### src/rtl/fft_seq_pkg.sv
// Shared types and index helpers for the FFT twiddle sequencer.
// Helpers work at IDX_W bits; callers cut the result to their own width.
package fft_seq_pkg;

  localparam int N_LOG2_DEF = 5;
  localparam int IDX_W      = 8;

  typedef enum logic [2:0] {
    IDLE,
    RUN,
    GAP,
    DRAIN,
    DONE
  } state_t;

  function automatic logic [IDX_W-1:0] tw_base(
    input logic [2:0] s
  );
    return (IDX_W'(1) << s) - IDX_W'(1);
  endfunction

  // returns {b, a}
  function automatic logic [2*IDX_W-1:0] bf_indices(
    input logic [2:0]       s,
    input logic [IDX_W-1:0] j
  );
    logic [IDX_W-1:0] k;
    logic [IDX_W-1:0] g;
    logic [IDX_W-1:0] a;
    logic [IDX_W-1:0] b;
    k = j & tw_base(s);
    g = j >> s;
    a = (g << ({1'b0, s} + 4'd1)) | k;
    b = a + (IDX_W'(1) << s);
    return {b, a};
  endfunction

endpackage

### src/rtl/fft_tag_delay.sv
// Register line that carries butterfly tags alongside the twiddle ROM read.
// Depth equals the ROM read latency; clr empties it synchronously.
module fft_tag_delay #(
  parameter int W   = 8,
  parameter int LAT = 1
) (
  input  logic         clk,
  input  logic         clr,
  input  logic [W-1:0] din,
  output logic [W-1:0] dout
);

  logic [W-1:0] line [LAT];

  always_ff @(posedge clk) begin
    if (clr) begin
      for (int i = 0; i < LAT; i++) line[i] <= '0;
    end else begin
      line[0] <= din;
      for (int i = 1; i < LAT; i++) line[i] <= line[i-1];
    end
  end

  assign dout = line[LAT-1];

endmodule

### src/rtl/fft_twiddle_sequencer.sv
// Radix-2 DIT stage/butterfly scheduler: drives twiddle ROM address and
// emits operand indices and tags aligned with the ROM read data.
module fft_twiddle_sequencer
  import fft_seq_pkg::*;
#(
  parameter int N_LOG2    = N_LOG2_DEF,
  parameter int ROM_LAT   = 1,
  parameter int STAGE_GAP = 0
) (
  input  logic              clk,
  input  logic              rst,
  input  logic              start,
  input  logic              hold,
  output logic              busy,
  output logic              done,
  output logic [N_LOG2-1:0] tw_addr,
  output logic              bf_valid,
  output logic [N_LOG2-1:0] bf_idx_a,
  output logic [N_LOG2-1:0] bf_idx_b,
  output logic [2:0]        bf_stage,
  output logic              bf_last
);

  localparam int JW = N_LOG2 - 1;
  localparam int TW = 2 * N_LOG2 + 5;
  localparam logic [JW-1:0] J_MAX = '1;
  localparam logic [2:0]    S_MAX = 3'(N_LOG2 - 1);

  state_t state;
  state_t state_nxt;

  logic [2:0]        s;
  logic [2:0]        s_nxt;
  logic [JW-1:0]     j;
  logic [JW-1:0]     j_nxt;
  logic [3:0]        gap_cnt;
  logic [3:0]        gap_nxt;
  logic [N_LOG2-1:0] tw_q;
  logic [N_LOG2-1:0] tw_nxt;
  logic [TW-1:0]     iss;
  logic [TW-1:0]     iss_nxt;
  logic [TW-1:0]     dly;

  logic [N_LOG2-1:0] a_c;
  logic [N_LOG2-1:0] b_c;
  logic [N_LOG2-1:0] tw_c;
  logic              stage_end;
  logic              final_bf;
  logic              issue;
  logic              dly_valid;
  logic              dly_last;

  assign a_c  = N_LOG2'(bf_indices(s, IDX_W'(j)));
  assign b_c  = N_LOG2'(bf_indices(s, IDX_W'(j)) >> IDX_W);
  assign tw_c = N_LOG2'(tw_base(s) + (IDX_W'(j) & tw_base(s)));

  assign stage_end = (j == J_MAX);
  assign final_bf  = stage_end && (s == S_MAX);

  // the start edge itself issues butterfly 0
  assign issue = ((state == IDLE) && start) ||
                 ((state == RUN) && !hold);

  always_comb begin
    state_nxt = state;
    s_nxt     = s;
    j_nxt     = j;
    gap_nxt   = gap_cnt;
    tw_nxt    = tw_q;
    iss_nxt   = '0;
    if (issue) begin
      tw_nxt  = tw_c;
      iss_nxt = {1'b1, a_c, b_c, s, final_bf};
      if (final_bf) begin
        j_nxt     = '0;
        s_nxt     = '0;
        state_nxt = DRAIN;
      end else if (stage_end) begin
        j_nxt     = '0;
        s_nxt     = s + 3'd1;
        gap_nxt   = '0;
        state_nxt = (STAGE_GAP > 0) ? GAP : RUN;
      end else begin
        j_nxt     = j + 1'b1;
        state_nxt = RUN;
      end
    end
    unique case (state)
      GAP: begin
        gap_nxt = gap_cnt + 4'd1;
        if (gap_nxt == 4'(STAGE_GAP)) state_nxt = RUN;
      end
      DRAIN: begin
        if (dly_valid && dly_last) state_nxt = DONE;
      end
      DONE:    state_nxt = IDLE;
      default: ;
    endcase
  end

  always_ff @(posedge clk) begin
    if (rst) begin
      state   <= IDLE;
      s       <= '0;
      j       <= '0;
      gap_cnt <= '0;
      tw_q    <= '0;
      iss     <= '0;
    end else begin
      state   <= state_nxt;
      s       <= s_nxt;
      j       <= j_nxt;
      gap_cnt <= gap_nxt;
      tw_q    <= tw_nxt;
      iss     <= iss_nxt;
    end
  end

  fft_tag_delay #(
    .W   (TW),
    .LAT (ROM_LAT)
  ) u_dly (
    .clk  (clk),
    .clr  (rst),
    .din  (iss),
    .dout (dly)
  );

  assign dly_valid = dly[TW-1];
  assign dly_last  = dly[0];

  assign {bf_valid, bf_idx_a, bf_idx_b, bf_stage, bf_last} = dly;

  assign tw_addr = tw_q;
  assign busy    = (state == RUN) || (state == GAP) ||
                   (state == DRAIN);
  assign done    = (state == DONE);

endmodule

### config.mk
export PLATFORM = sky130hd
export DESIGN_NAME = fft_twiddle_sequencer
export DESIGN_NICKNAME = d
export VERILOG_FILES = /design/src/rtl/fft_seq_pkg.sv /design/src/rtl/fft_tag_delay.sv /design/src/rtl/fft_twiddle_sequencer.sv
export SDC_FILE = /design/constraint.sdc
export NUM_CORES = 1
export LEC_CHECK = 0
export ABC_AREA = 0
export ABC_CLOCK_PERIOD_IN_PS = 3700
export BUFFER_PORTS_ARGS = -buffer_cell sky130_fd_sc_hd__buf_2
export CORE_MARGIN = 4
export CORE_UTILIZATION = 40
export CTS_BUF_LIST = sky130_fd_sc_hd__clkbuf_16
export CTS_CLUSTER_DIAMETER = 60
export DETAILED_ROUTE_END_ITERATION = 8
export GPL_TIMING_DRIVEN = 0
export PLACE_DENSITY = 0.68
export SYNTH_ARGS = -nofsm -noshare
export SYNTH_HDL_FRONTEND = slang
export SYNTH_HIERARCHICAL = 1
export SYNTH_SLANG_ARGS = --single-unit
### constraint.sdc
create_clock -name clk -period 3.7 [get_ports clk]
set_input_delay 0.74 -clock clk [delete_from_list [all_inputs] [get_ports clk]]
set_output_delay 0.74 -clock clk [all_outputs]
set_load 0.005 [all_outputs]
# After elaboration in Yosys (flattened, before gate mapping)
# Memories as Yosys holds them, arrays and structs flattened.
# Index checks and enable logic that the tools add are counted.
# totals
ff_bits,34
mem_bits_rw,15
in_bits,4
out_inout_bits,22
mem_count,1
# classes
n_addsub,7
eq_ne,7
shift,3
muxes,19
n_bitwise,3
n_reduce_logical,17
# mem_list
name,depth,word_bits,rd,rd_ports_with_merged_regs,wr,line,text
u_dly.line,1,15,1,0,1,fft_tag_delay.sv:13,logic [W-1:0] line [LAT];
# ops
cell,count
$mux W15,2
$mux W4,6
$mux W3,5
$reduce_or A15 Y1,1
$add A5 B5 Y5,2
$pmux W3 S3,1
$add A4 B1 Y4 const B,2
$shl A8 B4 Y5,1
$shr A4 B3 Y8,1
$eq A3 B2 Y1 const B,2
$eq A3 B3 Y1 const B,2
$reduce_bool A2 Y1,3
$and A4 B5 Y5,1
$or A5 B5 Y5,1
$shl A1 B3 Y5 const A,1
$sub A5 B2 Y5 const B,1
$add A3 B1 Y4 const B,1
$eq A4 B4 Y1 const B,1
$logic_and A1 B1 Y1,4
$logic_not A4 Y1,1
$mux W1,4
$add A3 B1 Y3 const B,1
$eq A3 B1 Y1 const B,1
$logic_not A3 Y1,1
8 further kinds,10

# Longest topological paths before layout
# Gate-level depths: netlist of the first run.
# depth
ltp_word,6
mapped_depth,14
depth_no_buf,13

# Modules after synthesis
# The synthesis of the first run kept the hierarchy.
# by_module_without_submodules
module,instances,cells_each,area_per_inst_um2
fft_twiddle_sequencer,1,237,1961.9
fft_tag_delay,1,31,432.9

# Least setup slack after synthesis of the first run
# OpenSTA, ideal clock, no wires.
# synth_timing
kind,flip-flop to flip-flop
from,register s[0]
to,register iss[8]
setup_time_ns,0.058
arrival_time_ns,2.576
t_required_ns,3.642
setup_slack_ns,1.066
path_stages_with_launch,15
path_buffers,2
period_less_slack_ns,2.634
path_cell_list,dfxtp_1 > buf_6 > inv_1 > ha_1 > buf_2 > nor2_1 > nand3_1 > nand2_1 > ha_1 > fa_1 > a21o_1 > a21oi_1 > xnor2_1 > a211o_1 > nand2_1
# synth_via
elab_chain_len,5
word_cells_on_any_way,8
# synth_rtl
element,line,text
"start, declared",fft_twiddle_sequencer.sv:32,logic [2:0] s;
"start signal, assigned",fft_twiddle_sequencer.sv:111,s <= s_nxt;
"parallel branches: the longest is 3 deep, another holds $add A3 B1 Y4",n/a,
$or A5 B5 Y5 (*),n/a,
named net a_c[0],fft_twiddle_sequencer.sv:44,logic [N_LOG2-1:0] a_c;
$add A5 B5 Y5 (*),fft_seq_pkg.sv:34,b = a + (IDX_W'(1) << s);
"end signal, assigned",fft_twiddle_sequencer.sv:115,iss <= iss_nxt;
"end, declared",fft_twiddle_sequencer.sv:40,logic [TW-1:0] iss;
# Mark *: on every way through the listed nets, which the timed path passes.
# A chain may end at the register's enable or synchronous reset.

# Final worst setup path of the first run
# Ends and elaborated chain as after synthesis.

==> results.ini, run 1 <==
[setup_path]
cp.arrival_ns = 3.21
slowest_stage = dfxtp_1
path_max_fanout = 10
cp-start-kind = register
r2r_slack_ns = 0.73
critical_path_buf_inv_count = 3
worstPathRequired_ns = 3.94
regToRegEndpoint = iss[8]$_SDFF_PP0_
reg2reg_depth = 14
critPathMaxStageDelay_ns = 0.40
crit_type = register to register
cp_top_family = adder cells
rr_startpoint = s[0]$_SDFFE_PP0P_
cp-end-kind = register
cp_cell_sequence = buf_6 > inv_1 > ha_1 > buf_2 > nor2_1 > nand3_1 > nand2_1 > ha_1 > fa_1 > a21o_1 > a21oi_1 > xnor2_1 > a211o_1 > nand2_1

[clock_network]
cts_tree = yes
cts_root_buffer = clkbuf_16
cts_htree_levels = 2
postCtsSetupBuffers = 0
clkSlewWorstSetupHoldPaths_ns = 0.07
hold_buffers = 0
clk_latency_ns = 0.29
cts_resized = 0
clockBufferDepth = 2
numCtsBuffers = 5
cts.sinks = 49

[placed_design]
place_ws_ns = 0.773
place_area_mm2 = 0.00261
io_buffers = 25
dpl.cell_count = 365
place.gp.congestion = 0.876
hpwl_mm = 3.56

[floorplanning]
die_y_um = 85.4
pin_count = 26
start_util_pct = 42.4
chipWidth_um = 85.4
dieArea_mm2 = 0.00729
rows = 27
core-area_mm2 = 0.00564

[sta]
tightest_slew_ns = 0.549
tns_ns = 0
setup-violations-final = 0
hold_viol_final = 0
finalCriticalPeriod_ns = 2.97
rsz0062_at_grt = false
max_freq_ghz = 0.336
skew_ns = 0.00724
fin_crit_sh_pct = 80.4
max_slew_margin_pct = 63.1
layout_setup_ws_ns = 0.726
drv_slew = 0
whs_ns = 0.435

[global_routing]
grt_pass1_wl_mm = 8.25
antenna_found_initial = 0
overflow = 0
grt_max_degree = 17
first_global_vias = 1742
track_usage_pct = 14.1

[power_and_ir_drop]
ir_worst_vdd_mv = 0.302
p_leak_nw = 1.25
p_per_area_mw_per_mm2 = 409

[synth]
synth_area_leaders = dfxtp_1 41%, ha_1 6.3%, nor2_1 4.2%
syn-cell-area_mm2 = 0.00239
synth_top_cells_by_count = 49 x dfxtp_1, 27 x nor2_1, 19 x a21oi_1, 19 x nand2_1, 12 x ha_1
ys.flop_type = dfxtp_1
syn-num-nets = 285
synth_most_common_cell = dfxtp_1
avgSynthCellArea_um2 = 8.94
syn_inst = 268
synth_edf_count = 0
ys_types = 57
synth.top_cell.area_share_pct = 41.0
synth_seq_area_share_pct = 41.0
ys_ff_latch = 49
yosysTopAreaCell = dfxtp_1
yosys_warnings = 6
async_reset_ff_share_pct = 0

[worst_hold_path]
hold_start = iss[14]$_SDFF_PP0_
min_to = u_dly/line[0][14]$_SDFF_PP0_
min_path_cells = 1
hold_class = register to register

[run_status]
status = complete, no violations

[routing]
drc_errors = 0
wl_mm = 4.98
drt_pass1_iterations = 4
postRouteAntennaNets = 0
via_per_inst = 5.18
wire_per_inst_um = 13.3
dr_total_vias = 1933
drt_iter0_drc = 129

[finish]
area_growth_pct = 16.1
num-fill-cells = 543
diodes = 0
final_cells = 373
nNetsFinal = 317
fin_area_mm2 = 0.00278
drive_gt1_share_pct = 20.3

[flow_run]
drv_cap = 0

[through the flow]
stage | util (%) | power, mW
2_1_floorplan | - | 0.609
3_3_place_gp | 46.3 | 0.631
3_5_place_dp | 46.3 | 0.632
4_1_cts | 49.3 | 1.15
5_1_grt | 49.3 | 1.18
6_report | 49.3 | 1.14
[per-layer routing]
| metal | track usage (%) | vias to the layer above | wire (um) | share of wire (%) |
|---|---|---|---|---|
| met3 | 2.82 | 9 | 328 | 6.6 |
| met5 | 0 | - | 0 | 0 |
| met2 | 21.0 | 54 | 2120 | 43 |
| met4 | 5.47 | 0 | 81 | 1.6 |
| li1 | - | 1002 | - | - |
| met1 | 19.7 | 868 | 2440 | 49 |
[how the worst max path moves through the flow]
stage / start / end / slack (ns) / cells past startpoint
after floorplan: s[0]$_SDFFE_PP0P_ / iss[8]$_SDFF_PP0_ / 1.07 / 14
after global placement: s[2]$_SDFFE_PP0P_ / iss[8]$_SDFF_PP0_ / 0.78 / 14
after detailed placement: s[2]$_SDFFE_PP0P_ / iss[8]$_SDFF_PP0_ / 0.77 / 14
after CTS: s[0]$_SDFFE_PP0P_ / iss[8]$_SDFF_PP0_ / 0.74 / 14
after global routing: s[0]$_SDFFE_PP0P_ / iss[8]$_SDFF_PP0_ / 0.55 / 14
final: s[0]$_SDFFE_PP0P_ / iss[8]$_SDFF_PP0_ / 0.73 / 14
[logic make-up (layout without fill, tap and decap cells)]
group / count (synthesis) / in the layout / synth area share, %
buf+inv: 26 / 59 / 5.64
flops: 49 / 49 / 41.0
simple gates: 105 / 105 / 23.8
fa+ha+maj: 13 / 13 / 7.11
mux: 3 / 3 / 1.36
compound gates: 64 / 64 / 18.2
xor+xnor: 8 / 8 / 2.93
[state kept, by name (all words and copies together), names as in the netlist]
register and flops:
u_dly/line 15, tw_addr 5, j 4, state 3
gap_cnt 4, iss 15, s 3
[final cells by class]
cell class | count | area [um^2] | area share (%)
Clock inverter | 3 | 46.3 | 1.66
Clock buffer | 5 | 125 | 4.50
Buffer | 16 | 95.1 | 3.42
Inverter | 10 | 40.0 | 1.44
Sequential cell | 49 | 981 | 35.3
Multi-Input combinational cell | 193 | 1280 | 46.0
Tap cell | 72 | 90.1 | 3.24
Timing Repair Buffer | 25 | 125 | 4.50
[power breakdown]
group	internal, mW	switching [mW]	total (mW)
Clock	0.320	0.198	0.517
Combinational	0.0303	0.0455	0.0758
Sequential	0.539	0.00495	0.544
[layout by cell type (no fill, tap or decap), types with 7 or more instances in the layout]
master	count
and2_1	7
inv_1	9
o21ai_0	9
nor3_1	7
nor2_1	27
buf_2	32
ha_1	12
a21oi_1	19
dfxtp_1	49
nand2_1	19
nor2b_1	9
nor2b_2	8
No activity file was read; power rests on OpenSTA's default activity.
==> inputs of run 2 (changes only) <==
Settings changed: ABC_CLOCK_PERIOD_IN_PS 3700 to 2400, PLACE_DENSITY 0.68 to 0.7.
Clock period 3.7 ns to 2.4 ns, I/O delays scaled along.
==> run 2 against run 1 <==
Global-route usage rose by 1.9 points. Sequential cell count unchanged. The flow now finishes with violations (negative setup slack). Critical endpoint unchanged. Worst setup slack worse by 0.77 ns. Core utilization rose by 4.4 points. Via count up 7.1%. Register-to-register slack worse by 0.77 ns. First-iteration DRC count is 7.0% higher. Sequential share of layout area fell by 2.5 points. Cell count rose by 2.9%. Highest routed layer unchanged. Maximum frequency increased by 22%.
==> results.ini, run 2 (synthesis gave the netlist of run 1 again) <==
[setup_path]
crit_top_cell = ha_4
cp-start-kind = register
critical_path_buf_inv_count = 2
slowest_stage = dfxtp_4
cp_cell_sequence = buf_6 > inv_8 > ha_4 > xnor2_2 > a21oi_1 > o32ai_1 > a21o_1 > ha_4 > a21oi_2 > xnor2_1 > a211o_1 > nand2_1
critical_path_depth = 12
path_max_fanout = 6
regToRegEndpoint = iss[8]$_SDFF_PP0_
crit_path_start = s[0]$_SDFFE_PP0P_
rr_startpoint = s[0]$_SDFFE_PP0P_
cp_top_family = compound AO/OA/AOI/OAI gates
r2r_slack_ns = -0.04
cp.arrival_ns = 2.68
worstPathRequired_ns = 2.64
reg2reg_depth = 12
critPathMaxStageDelay_ns = 0.38
crit_type = register to register
crit_end = iss[8]$_SDFF_PP0_
cp-end-kind = register

[global_routing]
overflow = 0
grtUsageMet3_pct = 2.23
top_usage_layer = met2
use_met2_pct = 26.6
grt_pass1_wl_mm = 9.36
track_usage_pct = 15.9
use_met1_pct = 20.4
antenna_found_initial = 0
grt_max_degree = 18
first_global_vias = 1957

[sta]
layout_setup_ws_ns = -0.0445
setup-violations-final = 1
max_freq_ghz = 0.409
hold_viol_final = 0
rsz0062_at_grt = true
max_slew_margin_pct = 67.8
drv_slew = 0
tightest_slew_ns = 0.482
skew_ns = 0.00425
whs_ns = 0.434
fin_crit_sh_pct = 102
finalCriticalPeriod_ns = 2.44

[worst_hold_path]
hold_class = register to register

[floorplanning]
rows = 27
dieArea_mm2 = 0.00729
pin_count = 26
chipWidth_um = 85.4
core-area_mm2 = 0.00564
die_y_um = 85.4
start_util_pct = 42.4

[power_and_ir_drop]
ir_worst_vdd_mv = 0.469
p_leak_nw = 1.31
p_per_area_mw_per_mm2 = 553

[finish]
diodes = 0
nNetsFinal = 328
utilization_pct = 53.7
final_cell_mix = 46 x dfxtp_1, 30 x buf_2, 26 x nor2_1, 18 x nand2_1, 17 x a21oi_1
area_growth_pct = 26.6
final_common_cell = dfxtp_1
final_cells = 384
drive_gt1_share_pct = 32.1

[routing]
postRouteAntennaNets = 0
drt_iter0_drc = 138
via_per_inst = 5.39
drc_errors = 0
drt_pass1_iterations = 4
dr_total_vias = 2070
wl_mm = 5.78
wire_per_inst_um = 15.0

[clock_network]
cts_htree_levels = 2
cts_root_buffer = clkbuf_16
numCtsBuffers = 5
cts.sinks = 49
clkSlewWorstSetupHoldPaths_ns = 0.07
clockBufferDepth = 2
clk_latency_ns = 0.29
cts_tree = yes

[flow_run]
drv_cap = 0

[placed_design]
place.gp.congestion = 0.869
hpwl_mm = 3.73
io_buffers = 25
dpl.cell_count = 365

[run_status]
status = finished, violations left
violations = negative setup slack

## run 2: area by class of cell
| cell class | count | area (um^2) |
|---|---|---|
| fill | 530 | 2610 |
| multi-input combinational | 193 | 1420 |
| sequential | 49 | 992 |
| timing repair buffer | 38 | 230 |
| clock buffer | 5 | 125 |
| buffer | 14 | 96.3 |
| tap | 72 | 90.1 |
| inverter | 10 | 52.6 |
| clock inverter | 3 | 26.3 |
## run 2: stage by stage
step           cell area, um^2  power, mW  TNS [ns]  setup slack (ns)
5_1_grt                   3030       1.73    -0.290            -0.154
2_1_floorplan             2440      0.939         0           0.00562
6_report                  3030       1.68   -0.0445           -0.0445
3_3_place_gp              2650      0.972    -0.340            -0.242
4_1_cts                   2990       1.69         0           0.00650
3_5_place_dp              2650      0.973    -0.353            -0.277
## run 2: worst min-delay path by stage
stage | start | to | slack, ns | cells past startpoint
3_3_place_gp | iss[0]$_SDFF_PP0_ | u_dly/line[0][0]$_SDFF_PP0_ | 0.41 | 1
4_1_cts | iss[0]$_SDFF_PP0_ | u_dly/line[0][0]$_SDFF_PP0_ | 0.44 | 1
3_5_place_dp | iss[0]$_SDFF_PP0_ | u_dly/line[0][0]$_SDFF_PP0_ | 0.42 | 1
6_report | iss[0]$_SDFF_PP0_ | u_dly/line[0][0]$_SDFF_PP0_ | 0.43 | 1
5_1_grt | iss[7]$_SDFF_PP0_ | u_dly/line[0][7]$_SDFF_PP0_ | 0.45 | 1
2_1_floorplan | iss[0]$_SDFF_PP0_ | u_dly/line[0][0]$_SDFF_PP0_ | 0.41 | 1
## run 2: report_power, final
group          internal [mW]  switching, mW
sequential             0.827         0.0125
combinational         0.0505         0.0693
clock                  0.393          0.325
total                   1.27          0.407
## run 2: metal layers
metal  share of wire (%)  vias up
met4                 2.0        0
met5                   0        -
met1                  44      975
li1                    -     1020
met2                  49       67
met3                 4.7        8
## run 2: timing repair
item	in CTS	in global routing
hold buffers	0	0
buffers inserted	11	2
endpoints found under the setup margin	3	3
pin swaps	13	5
gates resized for setup	27	6
==> inputs of run 3 (changes only) <==
Settings changed: ABC_CLOCK_PERIOD_IN_PS 2400 to 2140.
Clock period 2.4 ns to 2.14 ns, I/O delays scaled along.
==> run 3 against run 2 <==
The run still ends with negative setup slack left. Maximum frequency up 1.9%. Total power up 10%. Count of clock-buffer cells in the layout unchanged. Sequential cell count unchanged.
==> results.ini, run 3 (synthesis gave the netlist of run 1 again) <==
[power_and_ir_drop]
finalPower_mw = 1.85
p_leak_nw = 1.44
ir_worst_vdd_mv = 0.451
p_per_area_mw_per_mm2 = 573

[floorplanning]
dieArea_mm2 = 0.00729
die_y_um = 85.4
pin_count = 26
chipWidth_um = 85.4
core-area_mm2 = 0.00564
rows = 27
start_util_pct = 42.4

[placed_design]
hpwl_mm = 3.79
place_area_mm2 = 0.00269
place.gp.congestion = 0.860
io_buffers = 25

[finish]
seq_area_um2 = 990
fin_area_mm2 = 0.00322
diodes = 0
final_cell_mix = 46 x dfxtp_1, 32 x buf_4, 30 x buf_2, 25 x nor2_1, 17 x nand2_1
nNetsFinal = 348
final_common_cell = dfxtp_1
multi_input_area_mm2 = 0.00147
num-fill-cells = 476
area_growth_pct = 34.6
drive_gt1_share_pct = 38.3

[global_routing]
overflow = 0
grt_pass1_wl_mm = 10.0
antenna_found_initial = 0
grt_max_degree = 16
track_usage_pct = 17.0
first_global_vias = 2130

[clock_network]
cts_htree_levels = 2
clk_latency_ns = 0.29
numCtsBuffers = 5
hold_buffers = 0
clockBufferDepth = 2
cts.sinks = 49
cts_tree = yes
cts_root_buffer = clkbuf_16
clkSlewWorstSetupHoldPaths_ns = 0.07

[routing]
wl_mm = 6.01
drt_pass1_iterations = 4
postRouteAntennaNets = 0
wire_per_inst_um = 14.9
drc_errors = 0
dr_total_vias = 2171
drt_iter0_drc = 174
via_per_inst = 5.37

[setup_path]
worstPathRequired_ns = 2.37
cp.arrival_ns = 2.63
reg2reg_depth = 11
r2r_slack_ns = -0.26
crit_type = register to register
path_max_fanout = 9
cp-start-kind = register
cp-end-kind = register

[sta]
drv_slew = 0
hold_viol_final = 0
rsz0062_at_grt = true
setup-violations-final = 4
skew_ns = 0.00854
layout_setup_ws_ns = -0.258
fin_crit_sh_pct = 112
max_freq_ghz = 0.417
finalCriticalPeriod_ns = 2.40
tightest_slew_ns = 0.524
max_slew_margin_pct = 65.1

[run_status]
status = finished, violations left
violations = negative setup slack

[worst_hold_path]
hold_class = register to register
min_path_cells = 1

[flow_run]
drv_cap = 0

[run 3: layout make-up]
cell class / count / area share, %
Clock inverter: 3 / 0.543
Sequential cell: 49 / 30.7
Inverter: 10 / 1.63
Timing Repair Buffer: 58 / 11.7
Clock buffer: 5 / 3.88
Tap cell: 72 / 2.80
Buffer: 14 / 3.14
Multi-Input combinational cell: 193 / 45.6
[run 3: path summary, 6_finish.rpt]
kind | startpoint | to
max | s[0]$_SDFFE_PP0P_ | iss[8]$_SDFF_PP0_
min | iss[13]$_SDFF_PP0_ | u_dly/line[0][13]$_SDFF_PP0_
max reg2reg | s[0]$_SDFFE_PP0P_ | iss[8]$_SDFF_PP0_
min reg2reg | iss[13]$_SDFF_PP0_ | u_dly/line[0][13]$_SDFF_PP0_
[run 3: per-stage QoR]
| step | std cells | hold slack (ns) | worst slack [ns] | utilization, % | TNS [ns] |
|---|---|---|---|---|---|
| after floorplan | 268 | 0.411 | -0.166 | - | -0.245 |
| after global placement | 365 | 0.414 | -0.427 | 47.7 | -1.13 |
| after detailed placement | 365 | 0.424 | -0.445 | 47.7 | -1.13 |
| after CTS | 402 | 0.440 | -0.237 | 56.2 | -0.548 |
| after global routing | 404 | 0.456 | -0.344 | 57.1 | -1.25 |
| final | 404 | 0.440 | -0.258 | 57.1 | -0.731 |
[run 3: layer usage]
metal | global-route usage [%] | part of all wire, % | vias to the layer above
li1 | - | - | 1059
met1 | 19.9 | 41 | 1027
met2 | 30.4 | 50 | 71
met3 | 3.79 | 6.4 | 14
met4 | 6.04 | 1.9 | 0
met5 | 0 | 0 | -
[run 3: power breakdown]
group	internal, mW	switching [mW]	total, mW
clock network	0.431	0.335	0.766
logic	0.0578	0.0799	0.138
registers	0.929	0.0138	0.943
total	1.42	0.429	1.85
[run 3: timing repair]
action | CTS | global route
setup endpoints to repair | 5 | 7
pin swaps | 15 | 12
resized for setup | 26 | 9
setup buffers | 31 | 2
[run 3: worst max-delay path, cell delays in order, from the launching register on]
cell     delay (ns)
dfxtp_4        0.39
buf_8          0.12
buf_4          0.18
mux2i_1        0.26
o22a_1         0.22
o31ai_4        0.08
fa_2           0.38
a21o_1         0.19
a21oi_4        0.16
xnor2_2        0.08
a211o_1        0.24
nand2_1        0.05
